$ cat src/rtl/rob_commit_unit.sv
// rob_commit_unit
//   In-order commit stage: an 8-entry reorder buffer together with the
//   architectural register file (ARF) and register alias table (RAT).
//   Issue allocates entries at the tail in program order, execute writes
//   results back by tag, and the head entry retires into the ARF once its
//   result is present.
//
// Handshake: an allocation is accepted on a rising edge where
//   alloc_valid && alloc_ready; alloc_ready reflects the registered count
//   only, so a commit in the same cycle never frees room for that cycle's
//   allocation. execute_done has no back-pressure: a broadcast is taken or
//   silently ignored in the cycle it is presented.
//
// Ports:
//   clk1, rst                      clock (rising edge), synchronous active-high reset
//   alloc_valid/_dest_reg, in_type allocation request, destination, op type
//   alloc_ready, alloc_tag         ROB not full, tag of the next allocation
//   execute_done, dest_tag, out    result broadcast (tag, value)
//   arf_rd_addr/_data/_tag         combinational ARF / RAT read port
//   commit_valid/_tag/_reg/        one-cycle retire pulse with the retired
//   _value/_type                   entry's registered fields
module rob_commit_unit #(
   parameter int ROB_DEPTH = 8,
   parameter int DATA_W    = 6,
   parameter int TAG_W     = 6,
   parameter int NREG      = 8,
   parameter int REG_W     = 3
) (
   input  logic              clk1,
   input  logic              rst,
   input  logic              alloc_valid,
   input  logic [REG_W-1:0]  alloc_dest_reg,
   input  logic [2:0]        in_type,
   output logic              alloc_ready,
   output logic [TAG_W-1:0]  alloc_tag,
   input  logic              execute_done,
   input  logic [TAG_W-1:0]  dest_tag,
   input  logic [DATA_W-1:0] out,
   input  logic [REG_W-1:0]  arf_rd_addr,
   output logic [DATA_W-1:0] arf_rd_data,
   output logic [TAG_W-1:0]  arf_rd_tag,
   output logic              commit_valid,
   output logic [TAG_W-1:0]  commit_tag,
   output logic [REG_W-1:0]  commit_reg,
   output logic [DATA_W-1:0] commit_value,
   output logic [2:0]        commit_type
);

   localparam int IDX_W = $clog2(ROB_DEPTH);
   localparam int CNT_W = $clog2(ROB_DEPTH + 1);
   localparam logic [TAG_W-1:0] L_DEPTH_TAG = TAG_W'(ROB_DEPTH);
   localparam logic [CNT_W-1:0] L_DEPTH_CNT = CNT_W'(ROB_DEPTH);
   localparam logic [IDX_W-1:0] L_LAST_IDX  = IDX_W'(ROB_DEPTH - 1);

   // ROB entry state
   logic [ROB_DEPTH-1:0] r_busy;
   logic [ROB_DEPTH-1:0] r_ready;
   logic [REG_W-1:0]     r_dest  [ROB_DEPTH];
   logic [2:0]           r_type  [ROB_DEPTH];
   logic [DATA_W-1:0]    r_value [ROB_DEPTH];

   logic [IDX_W-1:0]     r_head;
   logic [IDX_W-1:0]     r_tail;
   logic [CNT_W-1:0]     r_count;

   // Architectural state
   logic [DATA_W-1:0]    r_arf [NREG];
   logic [TAG_W-1:0]     r_rat [NREG];

   logic                 r_commit_valid;
   logic [TAG_W-1:0]     r_commit_tag;
   logic [REG_W-1:0]     r_commit_reg;
   logic [DATA_W-1:0]    r_commit_value;
   logic [2:0]           r_commit_type;

   logic                 w_alloc;
   logic                 w_commit;
   logic                 w_wb_ok;
   logic [IDX_W-1:0]     w_wb_idx;
   logic [TAG_W-1:0]     w_head_tag;
   logic [TAG_W-1:0]     w_tail_tag;
   logic [REG_W-1:0]     w_head_reg;
   logic [IDX_W-1:0]     w_head_next;
   logic [IDX_W-1:0]     w_tail_next;

   assign alloc_ready = (r_count != L_DEPTH_CNT);
   assign w_alloc     = alloc_valid && alloc_ready;
   // Commit looks only at pre-edge state, so a result written back at this
   // edge can retire no earlier than the following edge.
   assign w_commit    = r_busy[r_head] && r_ready[r_head];

   assign w_wb_idx    = IDX_W'(dest_tag - TAG_W'(1));
   assign w_wb_ok     = execute_done && (dest_tag != '0) &&
                        (dest_tag <= L_DEPTH_TAG) && r_busy[w_wb_idx];

   assign w_head_tag  = TAG_W'(r_head) + TAG_W'(1);
   assign w_tail_tag  = TAG_W'(r_tail) + TAG_W'(1);
   assign w_head_reg  = r_dest[r_head];
   assign w_head_next = (r_head == L_LAST_IDX) ? '0 : r_head + IDX_W'(1);
   assign w_tail_next = (r_tail == L_LAST_IDX) ? '0 : r_tail + IDX_W'(1);

   assign alloc_tag    = w_tail_tag;
   assign arf_rd_data  = r_arf[arf_rd_addr];
   assign arf_rd_tag   = r_rat[arf_rd_addr];

   assign commit_valid = r_commit_valid;
   assign commit_tag   = r_commit_tag;
   assign commit_reg   = r_commit_reg;
   assign commit_value = r_commit_value;
   assign commit_type  = r_commit_type;

   always_ff @(posedge clk1) begin
      if (rst) begin
         r_busy         <= '0;
         r_ready        <= '0;
         r_head         <= '0;
         r_tail         <= '0;
         r_count        <= '0;
         r_commit_valid <= 1'b0;
         r_commit_tag   <= '0;
         r_commit_reg   <= '0;
         r_commit_value <= '0;
         r_commit_type  <= '0;
         for (int i = 0; i < ROB_DEPTH; i++) begin
            r_dest[i]  <= '0;
            r_type[i]  <= '0;
            r_value[i] <= '0;
         end
         for (int i = 0; i < NREG; i++) begin
            r_arf[i] <= '0;
            r_rat[i] <= '0;
         end
      end else begin
         if (w_wb_ok) begin
            r_value[w_wb_idx] <= out;
            r_ready[w_wb_idx] <= 1'b1;
         end

         r_commit_valid <= w_commit;
         // Placed after the writeback so retiring the head wins over a
         // late overwrite of the same entry in this cycle.
         if (w_commit) begin
            r_arf[w_head_reg] <= r_value[r_head];
            // A younger in-flight producer keeps its RAT mapping.
            if (r_rat[w_head_reg] == w_head_tag) begin
               r_rat[w_head_reg] <= '0;
            end
            r_busy[r_head]  <= 1'b0;
            r_ready[r_head] <= 1'b0;
            r_head          <= w_head_next;
            r_commit_tag    <= w_head_tag;
            r_commit_reg    <= w_head_reg;
            r_commit_value  <= r_value[r_head];
            r_commit_type   <= r_type[r_head];
         end

         // Placed after the commit so a same-register rename overrides the
         // commit's RAT clear.
         if (w_alloc) begin
            r_busy[r_tail]        <= 1'b1;
            r_ready[r_tail]       <= 1'b0;
            r_dest[r_tail]        <= alloc_dest_reg;
            r_type[r_tail]        <= in_type;
            r_rat[alloc_dest_reg] <= w_tail_tag;
            r_tail                <= w_tail_next;
         end

         case ({w_alloc, w_commit})
            2'b10:   r_count <= r_count + CNT_W'(1);
            2'b01:   r_count <= r_count - CNT_W'(1);
            default: r_count <= r_count;
         endcase
      end
   end

endmodule

$ cat config.mk
export PLATFORM = sky130hd
export DESIGN_NAME = rob_commit_unit
export DESIGN_NICKNAME = d
export VERILOG_FILES = /design/src/rtl/rob_commit_unit.sv
export SDC_FILE = /design/constraint.sdc
export NUM_CORES = 1
export LEC_CHECK = 0
export ABC_AREA = 1
export ABC_CLOCK_PERIOD_IN_PS = 3700
export CORE_MARGIN = 4
export CORE_UTILIZATION = 51
export DETAILED_ROUTE_END_ITERATION = 10
export GPL_ROUTABILITY_DRIVEN = 0
export GPL_TIMING_DRIVEN = 0
export PLACE_DENSITY = 0.82
export SLEW_MARGIN = 20
export SYNTH_ARGS = -nofsm -noshare
export SYNTH_HDL_FRONTEND = slang
export SYNTH_SLANG_ARGS = --single-unit
$ cat constraint.sdc
create_clock -name clk1 -period 3.7 [get_ports clk1]
set_input_delay 0.555 -clock clk1 [delete_from_list [all_inputs] [get_ports clk1]]
set_output_delay 0.555 -clock clk1 [all_outputs]
set_load 0.005 [all_outputs]
=== Word-level counts from Yosys, hierarchy flattened ===
Memories as Yosys holds them, arrays and structs flattened. A register that Yosys moved wholly into a read port is not among the register bits.
Index checks and enable logic that the tools add are counted.

* Logic and storage cells: 117
* Output and inout bits: 38
* Register bits: 42
* Memories: 5
* Input bits: 25
* Memory bits (writable): 176

* Muxes and demuxes: 60
* Reductions and logical operators: 16
* Equal/unequal tests: 6
* Order comparisons: 7
* Bitwise operators: 7
* Add/subtract/negate cells: 7

{| class="wikitable"
|+ Memory list
! memory !! depth !! bits a word !! read ports !! clocked after memory_dff !! wr ports !! line !! source
|-
| r_arf || 8 || 6 || 1 || 0 || 8 || 67 || <nowiki>logic [DATA_W-1:0] r_arf [NREG];</nowiki>
|-
| r_value || 8 || 6 || 1 || 1 || 8 || 60 || <nowiki>logic [DATA_W-1:0] r_value [ROB_DEPTH];</nowiki>
|-
| r_rat || 8 || 4 || 2 || 0 || 8 || 68 || <nowiki>logic [TAG_W-1:0] r_rat [NREG];</nowiki>
|-
| r_dest || 8 || 3 || 1 || 1 || 8 || 58 || <nowiki>logic [REG_W-1:0] r_dest [ROB_DEPTH];</nowiki>
|-
| r_type || 8 || 3 || 1 || 1 || 8 || 59 || <nowiki>logic [2:0] r_type [ROB_DEPTH];</nowiki>
|}

{| class="wikitable"
|+ Operators with widths
! kind !! number
|-
| 8-bit 2-to-1 mux || 8
|-
| 3-bit 2-to-1 mux || 14
|-
| 1-bit 2-to-1 mux || 27
|-
| 8-bit AND || 3
|-
| 8-bit NOT || 2
|-
| 8-bit bitwise OR || 2
|-
| 3-bit by 4-bit less-than comparator with 1-bit output, second input constant || 3
|-
| 6-bit 2-to-1 mux || 2
|-
| 6-bit OR reduction || 2
|-
| 1-bit binary-select mux with 3-bit select || 3
|-
| 1-bit demux with 3-bit select || 3
|-
| 3-bit by 1-bit >= comparator with 1-bit output, second input constant || 3
|-
| 3-bit by 1-bit adder with 4-bit output, second input constant || 2
|-
| 1-bit logical AND || 8
|-
| 4-bit 2-to-1 mux || 2
|-
| 4-bit one-hot mux with 2 select lines || 1
|-
| 4-bit OR reduction || 2
|-
| 3-bit by 1-bit adder with 3-bit output, second input constant || 2
|-
| 3-bit equality test, second input constant || 2
|-
| 6-bit by 4-bit equality test with 1-bit output || 1
|-
| 6-bit by 4-bit less-or-equal comparator with 1-bit output, second input constant || 1
|-
| 6-bit nonzero test || 1
|-
| 3-bit OR reduction || 2
|-
| 4-bit by 1-bit adder with 4-bit output, second input constant || 1
|-
| 6 further kinds || 6
|}

=== Logic depth before layout (Yosys ltp) ===
* Depth in word-level cells: 13
* Mapped depth: 19
* Gate-level depth less buffers: 17

=== Worst setup path after synthesis ===
Ideal clock, no wire load.

* Path kind: reg-to-reg
* Start: register commit_tag[2] (netlist name)
* End: register r_count[3]
* Period minus slack after synthesis: 2.718 ns
* Setup time: 0.071 ns
* Arrival: 2.647 ns
* Slack: 0.982 ns
* Data required time: 3.629 ns
* Cell stages (with the launch flop): 20
* Path buffers: 2
* Cell sequence: dfxtp_1 inv_2 nand2_2 nor2_1 o21ai_1 o21ai_1 a21oi_1 nand3_1 nand2_4 inv_2 buf_4 buf_2 ha_1 ha_1 nand2_1 nor2_1 a211oi_1 xor2_1 nand2_1 a21oi_1

{| class="wikitable"
|+ RTL lines
! item !! line !! source
|-
| to (signal assigned) || 169 || <nowiki>2'b10: r_count <= r_count + CNT_W'(1);</nowiki>
|-
| to (signal assigned) || 170 || <nowiki>2'b01: r_count <= r_count - CNT_W'(1);</nowiki>
|-
| to (signal assigned) || 171 || <nowiki>default: r_count <= r_count;</nowiki>
|-
| to (decl) || 64 || <nowiki>logic [CNT_W-1:0] r_count;</nowiki>
|}

==> results.txt <==
Max FO, Critical Path = 10
FFs w/ async S/R, synth = 0
RSZ-0062 raised after global routing = false
Worst slew pin tran = 1.04 ns
Most frequent cell after synthesis = nor2_1
Mux contribution to synthesized area = 0
Max-cap check violation count = 0
# rows = 52
Via Count = 8839
Yosys Warn Count = 0
Post-synthesis adder-cell area fraction = 0.0124
First-pass GRT wire length = 44400 um
Min-Delay Path Class = flop to flop
Grt ovf = 0
Sum of negative setup slack = 0 ns
CTS clk-pin slew, worst paths = 0.06 ns
Pwr dens = 433 nW/um^2
Die W = 153 um
I/O Buffers = 54
Wire length after detailed routing = 27700 um
Status = completed
Number of synthesized register bits = 221
Vias/cell = 5.65
Mapped Area = 10700 um^2
Regs by FF count = r_arf x48, r_value x48, r_rat x32
Post_cts resized = 0
Final setup violation count = 0
Worst-Skew Late Latency = 0.50 ns
Worst EP required = 4.13 ns
Crit path capture type = flop
CTS Root Cell = clkbuf_16
Largest family of logic cells by synthesized area = simple AND/OR/NAND/NOR gates
Remaining design rule violation count = 0
Core box area = 20400 um^2
Dominant synthesized flop cell = edfxtp_1
Drt pass-1 iters = 5
Detail Route Antenna Nets = 0
Main area contributors after synthesis = edfxtp_1 (49%), nor2_1 (12%), dfxtp_1 (8.4%)
Final Skew = 0.0133 ns
Data arrival, critical path = 3.88 ns
Initial Util = 0.525
Most instantiated cells after synthesis = nor2_1 (346), edfxtp_1 (176), nand2_1 (167), o21ai_0 (89), inv_1 (79)
Crit share post-route = 0.932
Ports = 63
EDFF count, synth = 176
ANT cells = 0
Clock sinks = 221
Area Growth Syn to Fin = 14.4%
Fin. Hold Viols = 0
Maximum vdd drop = 0.276 mV
Largest net degree at the start of global routing = 14
Post-synthesis sequential area ratio = 0.577
Fin crit period = 3.45 ns
Hold buffer count at CTS = 0
Synth Area in Simple Gates = 0.246
Share of the synthesized area in the top cell type = 0.493
Lkg Pwr = 4.80 nW
Clock tree buffer depth = 3
Layout cell share with drive strength beyond 1 = 0.0726
Dpl ws = -0.00890 ns
Total CTS buffers = 22
Die Height = 153 um
Synthesized area per cell = 8.97 um^2
Count of pins over their slew limit = 0
Synth Area in Compound Gates = 0.0992
Slew margin rel. = 0.302
Total power = 5.31 mW
Synth area leader = edfxtp_1
Post-DP HPWL = 19900 um
Synth Area in XOR/XNOR = 0.00245
Vias in the first global route = 8724
Die footprint = 23400 um^2
Avg WL per Cell = 17.7 um
Final #Nets = 1314
Count of cell types in the netlist = 46
Drt initial violations = 994
Setup slack after layout = 0.251 ns
CTS tree = yes
Startpoint Class = flop
Post-CTS setup buffer count = 0
Initial antenna violation count = 0
Worst setup path category = flop to flop
Fmax = 290 MHz
Gr usage total = 0.234
Number of cells produced by synthesis = 1196
H-tree levels = 1
worst paths after layout:
check,from,endpoint,slack [ns],depth (start not counted)
worst max-delay path,commit_tag[2],r_count[3],0.25,18
worst min-delay path,commit_tag[0],commit_tag[0],0.50,2
worst max register to register,commit_tag[2],r_count[3],0.25,18
worst min register to register,commit_tag[0],commit_tag[0],0.50,2
layout by cell type, fill, tap and decap left out, types with 5 or more instances in the layout:
master             n
inv_2              6
clkbuf_16         23
ha_1               9
clkbuf_1          38
nand3_2           10
conb_1             6
o31ai_1            8
nand3_1           47
buf_2              5
nand2_1          167
clkinv_1          14
edfxtp_1         176
nand4_1            7
nor2_4             7
nor2_1           346
inv_1             79
buf_6              5
nand2_4            5
nand2_2            8
a31oi_1           11
buf_4             12
a21oi_1           32
dfxtp_1           45
clkdlybuf4s50_1   54
o22ai_1           20
nor3_1            16
o21ai_1           16
o21ai_0           89
worst max-delay path: stages (launching register included):
cell and delay (ns):
dfxtp_1 0.49, inv_2 0.11, nor2_2 0.31, o21ai_1 0.13
o21ai_1 0.15, a21oi_1 0.07, nand3_1 0.12, nand2_4 0.13
inv_2 0.09, buf_4 0.20, buf_2 0.31, ha_1 0.32
ha_1 0.30, nand2_1 0.07, nor2_1 0.04, a211oi_1 0.21
xor2_1 0.17, nand2_1 0.06, a21oi_1 0.11
logic make-up after synthesis:
| group | Yosys count |
|---|---|
| and+or+nand+nor | 621 |
| DFF | 221 |
| AOI/OAI and AO/OA | 189 |
| buffers and inverters | 151 |
| adders and majority gates | 10 |
| xor gates and xnor gates | 3 |
| other | 1 |
layout make-up:
cell class	count	area, um^2
clock buffer	34	627
fill	1695	8160
buffer	54	303
multi-input combinational	829	3880
clock inverter	5	23.8
inverter	97	372
sequential	221	6190
tap	270	338
timing repair buffer	54	541
power breakdown:
group	internal (mW)	total, mW	switching (mW)
logic	0.153	0.470	0.317
clock network	1.16	2.05	0.885
registers	2.76	2.80	0.0349
total	4.08	5.31	1.24
stage by stage:
stage / cells / utilization / area (um^2) / hold slack (ns)
finish: 1564 / 0.601 / 12300 / 0.496
global route: 1564 / 0.601 / 12300 / 0.510
CTS: 1564 / 0.601 / 12300 / 0.494
detailed placement: 1525 / 0.569 / 11600 / 0.481
global placement: 1525 / 0.569 / 11600 / 0.475
floorplan: 1201 / - / 10700 / 0.458
metal layers:
layer / wire [um] / GRT usage / up-vias
met5: 0 / 0 / -
met3: 2620 / 0.0396 / 94
met1: 11200 / 0.311 / 4102
met4: 1160 / 0.0912 / 0
met2: 12600 / 0.386 / 478
li1: - / - / 4165
Note: power is estimated with default switching activity, not from simulation.
